===== src/rtl/sync_frame_tx.sv =====
// sync_frame_tx
//   Serial frame generator. Each frame is the 4-bit sync pattern (MSB first),
//   the payload word (MSB first), then GAP zero bits. One bit leaves per clock.
//
// Parameters
//   DATA_W   : payload width in bits (>= 1)
//   SYNC_PAT : 4-bit sync pattern, sent MSB first
//   GAP      : trailing zero bits per frame (>= 1)
//
// Ports
//   clk        : clock, all logic on posedge
//   reset      : synchronous, active-high; aborts any frame in flight
//   tx_data    : payload, sampled only on the handshake edge
//   tx_valid   : payload offered
//   tx_ready   : block can accept (high only in IDLE, decoded from state)
//   seq_out    : registered serial bit
//   busy       : frame in progress (SYNC, DATA or GAP)
//   frame_done : one-cycle pulse in the first IDLE cycle after GAP
//   dbg_state  : current FSM state, for observation only
//
// Handshake: a word transfers on a posedge where tx_valid && tx_ready.
// tx_ready depends on state only. tx_valid outside IDLE is ignored, so the
// sender must hold tx_valid until it sees tx_ready.

module sync_frame_tx #(
    parameter int         DATA_W   = 8,
    parameter logic [3:0] SYNC_PAT = 4'b1011,
    parameter int         GAP      = 2
) (
    input  logic              clk,
    input  logic              reset,
    input  logic [DATA_W-1:0] tx_data,
    input  logic              tx_valid,
    output logic              tx_ready,
    output logic              seq_out,
    output logic              busy,
    output logic              frame_done,
    output logic [1:0]        dbg_state
);

    generate
        if (DATA_W < 1) begin : g_bad_data_w
            $error("sync_frame_tx: DATA_W must be >= 1");
        end
        if (GAP < 1) begin : g_bad_gap
            $error("sync_frame_tx: GAP must be >= 1");
        end
    endgenerate

    // One counter serves every phase, so it must reach the longest phase.
    localparam int MAX_LEN = (DATA_W > GAP) ? ((DATA_W > 4) ? DATA_W : 4)
                                            : ((GAP > 4) ? GAP : 4);
    localparam int CNT_W   = $clog2(MAX_LEN + 1);

    localparam logic [CNT_W-1:0] SYNC_LAST = CNT_W'(3);
    localparam logic [CNT_W-1:0] DATA_LAST = CNT_W'(DATA_W - 1);
    localparam logic [CNT_W-1:0] GAP_LAST  = CNT_W'(GAP - 1);

    typedef enum logic [1:0] {
        IDLE = 2'd0,
        SYNC = 2'd1,
        DATA = 2'd2,
        GAPS = 2'd3
    } state_t;

    state_t            state_q;
    logic [CNT_W-1:0]  cnt_q;
    logic [DATA_W-1:0] shreg_q;
    logic              seq_out_q;
    logic              frame_done_q;

    // seq_out_q always holds the bit of the cycle described by
    // (state_q, cnt_q). Inside SYNC the next bit to load therefore sits one
    // position below the current one: cnt 0,1,2 -> SYNC_PAT[2],[1],[0].
    logic [1:0] sync_next_idx;
    assign sync_next_idx = 2'd2 - cnt_q[1:0];

    always_ff @(posedge clk) begin
        if (reset) begin
            state_q      <= IDLE;
            cnt_q        <= '0;
            shreg_q      <= '0;
            seq_out_q    <= 1'b0;
            frame_done_q <= 1'b0;
        end else begin
            frame_done_q <= 1'b0;
            case (state_q)
                IDLE: begin
                    seq_out_q <= 1'b0;
                    cnt_q     <= '0;
                    if (tx_valid) begin
                        shreg_q   <= tx_data;
                        seq_out_q <= SYNC_PAT[3];
                        state_q   <= SYNC;
                    end
                end

                SYNC: begin
                    if (cnt_q == SYNC_LAST) begin
                        // First payload bit goes out now; shift so the
                        // register MSB is always the next bit to send.
                        seq_out_q <= shreg_q[DATA_W-1];
                        shreg_q   <= shreg_q << 1;
                        cnt_q     <= '0;
                        state_q   <= DATA;
                    end else begin
                        seq_out_q <= SYNC_PAT[sync_next_idx];
                        cnt_q     <= cnt_q + 1'b1;
                    end
                end

                DATA: begin
                    if (cnt_q == DATA_LAST) begin
                        seq_out_q <= 1'b0;
                        cnt_q     <= '0;
                        state_q   <= GAPS;
                    end else begin
                        seq_out_q <= shreg_q[DATA_W-1];
                        shreg_q   <= shreg_q << 1;
                        cnt_q     <= cnt_q + 1'b1;
                    end
                end

                GAPS: begin
                    seq_out_q <= 1'b0;
                    if (cnt_q == GAP_LAST) begin
                        cnt_q        <= '0;
                        frame_done_q <= 1'b1;
                        state_q      <= IDLE;
                    end else begin
                        cnt_q <= cnt_q + 1'b1;
                    end
                end

                default: begin
                    seq_out_q <= 1'b0;
                    cnt_q     <= '0;
                    state_q   <= IDLE;
                end
            endcase
        end
    end

    assign tx_ready   = (state_q == IDLE);
    assign busy       = (state_q != IDLE);
    assign seq_out    = seq_out_q;
    assign frame_done = frame_done_q;
    assign dbg_state  = state_q;

endmodule


===== config.mk =====
export PLATFORM = sky130hd
export DESIGN_NAME = sync_frame_tx
export DESIGN_NICKNAME = d
export VERILOG_FILES = /design/src/rtl/sync_frame_tx.sv
export SDC_FILE = /design/constraint.sdc
export NUM_CORES = 1
export LEC_CHECK = 0
export ABC_AREA = 1
export CAP_MARGIN = 20
export CORE_ASPECT_RATIO = 1.1
export CORE_MARGIN = 3
export CORE_UTILIZATION = 54
export DETAILED_ROUTE_END_ITERATION = 7
export GPL_ROUTABILITY_DRIVEN = 0
export GPL_TIMING_DRIVEN = 0
export PLACE_DENSITY = 0.92
export SLEW_MARGIN = 20
export SYNTH_ARGS = -nofsm -noshare
export SYNTH_HDL_FRONTEND = slang
export SYNTH_SLANG_ARGS = --single-unit

===== constraint.sdc =====
create_clock -name clk -period 2.6 [get_ports clk]
set_input_delay 0.52 -clock clk [delete_from_list [all_inputs] [get_ports clk]]
set_output_delay 0.52 -clock clk [all_outputs]
set_load 0.1 [all_outputs]

==> flow_summary.ini <==
[worst_setup_path]
cp.arrival_ns = 1.91
rr_worst_depth = 7
cp_max_fo = 6
reg2reg_to = shreg_q[5]
startpoint_type = flop
cp-end-kind = output pin
setup.worst_path.start = dbg_state[0]
required_ns = 2.08
r2r_slack_ns = 0.92
crit_type = reg2out
worstReg2RegStart = dbg_state[0]

[global_route]
grt_pass1_vias = 809
antenna_found_initial = 0
overflow = 0
grt_max_degree = 11
grt_pass1_wl_mm = 3.33
grt_usage_pct = 19.7

[sta]
final.setup.tns_ns = 0
min_period_over_period_pct = 93.4
rsz0062_at_grt = no
finalHoldViolations = 0
slew_headroom_pct = 35.4
maxSlewViolCount = 0
finalSetupViolCount = 0
fin_crit_ns = 2.43
skew_ns = 0.00427
worst_pin_slew_ns = 0.966
fmax_mhz = 412

[route]
vias = 872
drtIter0Drc = 18
ant_nets = 0
wl_per_cell_um = 11.0
firstDrtPassIters = 4
via_per_inst = 5.01
routed_wl_mm = 1.92
post-route-drc-count = 0

[min_path]
whs_path_depth = 2
hold_end = shreg_q[6]
hold_path.class = reg2reg
worstHoldStart = shreg_q[6]

[place]
hpwl_mm = 1.50
port_buffers = 16

[cells_and_area]
final_layout_size_suffix_gt1_share_pct = 10.8
area_delta_synth_final_pct = 23.2
n_fill_cell = 132
fin_nets = 179
fin_util_pct = 72.4
antenna_cells = 0

[clocking]
clockRootBuffer = clkbuf_4
cts_buffers = 3
cts_sinks = 16
cts_setup_buffers = 0
ctsLongestPathBuffers = 2
cts.reportedPaths.clkPinSlew_ns = 0.09
hold_buffers = 0
clock_latency_ns = 0.29
tritoncts = built
htreeDepth = 1

[yosys]
ys_seq_area_share_pct = 33.8
synth-simple-area-share_pct = 33.6
synth.top_cell.area_share_pct = 33.8
yosys.cell_types.count = 20
synth_compound_area_share_pct = 9.10
muxShareOfSynthArea_pct = 0
syn_inst = 138
netlist_area_sq_um = 948
synth_top_area_cell = dfxtp_1
synthAdderAreaFrac_pct = 11.9
yosys_warnings = 0
synth_xor_area_share_pct = 0.923
ys_seq_elements = 16
ys_top_cells_by_area = dfxtp_1 (34%), nand2_1 (13%), ha_1 (12%), nor2_1 (10%), inv_1 (8.3%)
avgSynthCellArea_sq_um = 6.87
synth_top_family_by_area = simple AND/OR/NAND/NOR gates
syn_nets = 158

[power_and_ir_drop]
p_clk_share_pct = 9.5
p_total_mw = 1.40
intPower_mw = 0.642
max-vdd-ir-drop_uv = 698
swShare_pct = 54.1
p_switching_mw = 0.758
seq_power_share_pct = 25.9
power_density_mw_per_mm2 = 1200
share_comb_of_total_power_pct = 64.7
leakage_nw = 0.556

[outcome]
status = finished clean

[floorplanning]
dieArea_sq_mm = 0.00230
io-pin-count = 17
die_h_um = 50.0
num_rows = 15
die_w_um = 46.0
initial_utilization_pct = 58.8
core_region_area_sq_mm = 0.00161

[run]
max-cap-violations = 0
-- cells in the mapped netlist --
cell type	count
buf_6	1
nand2_1	33
nand2_4	1
nor2_1	26
a21oi_2	1
nand4_1	2
o21a_1	1
a21oi_1	3
o211ai_1	2
nand3_1	5
nor2_2	1
clkbuf_1	1
buf_4	1
nand2_2	4
nand3_4	1
ha_1	9
inv_1	21
o21ai_0	8
dfxtp_1	16
xor2_1	1
-- per-stage QoR --
| stage | instances | cell area [sq um] | setup WS, ns | hold WS [ns] |
|---|---|---|---|---|
| floorplan | 138 | 967 | 0.130 | 0.444 |
| global placement | 171 | 1150 | 0.258 | 0.459 |
| detailed placement | 171 | 1150 | 0.233 | 0.468 |
| CTS | 174 | 1170 | 0.170 | 0.484 |
| global route | 174 | 1170 | 0.0910 | 0.513 |
| finish | 174 | 1170 | 0.172 | 0.480 |
-- layout make-up --
cell class | count | area, sq um | area share, %
multi-input cells | 98 | 539 | 46.1
inverters | 21 | 82.6 | 7.07
repair buffers | 16 | 158 | 13.5
flip-flops and latches | 16 | 323 | 27.6
plain buffers | 3 | 22.5 | 1.93
clock buffers | 3 | 22.5 | 1.93
well taps | 17 | 21.3 | 1.82
-- kinds of logic after synthesis --
family / count (synthesis)
flops: 16
buf+inv: 24
xor+xnor: 1
fa+ha+maj: 9
simple gates: 73
compound gates: 15
-- registers in the layout, summed over array words and instances, names as in the netlist --
name,flops
seq_out,1
cnt_q,4
frame_done,1
shreg_q,8
dbg_state,2
-- layer usage --
layer / wire (um) / part of all wire, % / vias to the layer above / track usage [%]
li1: - / - / 459 / -
met1: 800 / 42 / 383 / 20.8
met2: 969 / 50 / 21 / 33.5
met3: 69 / 3.6 / 9 / 3.65
met4: 81 / 4.2 / 0 / 12.8
met5: 0 / 0 / - / 0
-- what timing repair did --
action,in CTS,in global routing
hold endpoints to repair,0,0
setup endpoints to repair,2,0
resized for setup,2,0
-- how the worst max path moves through the flow --
stage	cells past startpoint	slack (ns)	endpoint
6_report	4	0.17	busy
5_1_grt	4	0.09	busy
4_1_cts	4	0.17	busy
3_5_place_dp	4	0.23	busy
3_3_place_gp	4	0.26	busy
2_1_floorplan	10	0.13	shreg_q[4]
-- placed cells by master, fill, tap and decap left out, drive strengths merged --
master         netlist  layout
nand2               38      38
nor2                27      27
inv                 21      20
dfxtp               16      16
clkdlybuf4s50        0      14
ha                   9       9
o21ai                8       8
nand3                6       6
a21oi                4       4
clkbuf               1       4
nand4                2       2
o211ai               2       2
dlygate4sd2          0       2
buf                  2       2
clkinvlp             0       1
o21a                 1       1
xor2                 1       1
-- power by group through the flow --
stage	combinational, mW	clock (mW)	sequential [mW]
after floorplan	0.610	0	0.494
after global placement	0.889	0	0.364
after detailed placement	0.915	0	0.368
after CTS	0.909	0.136	0.363
after global routing	0.990	0.151	0.371
final	0.906	0.133	0.362
-- worst max-delay path: stages, from the launching register on --
cell,delay (ns)
dfxtp_2,0.39
inv_1,0.12
ha_4,0.19
clkinvlp_4,0.06
dlygate4sd2_1,0.85
Note: power is estimated with default switching activity, not from simulation.
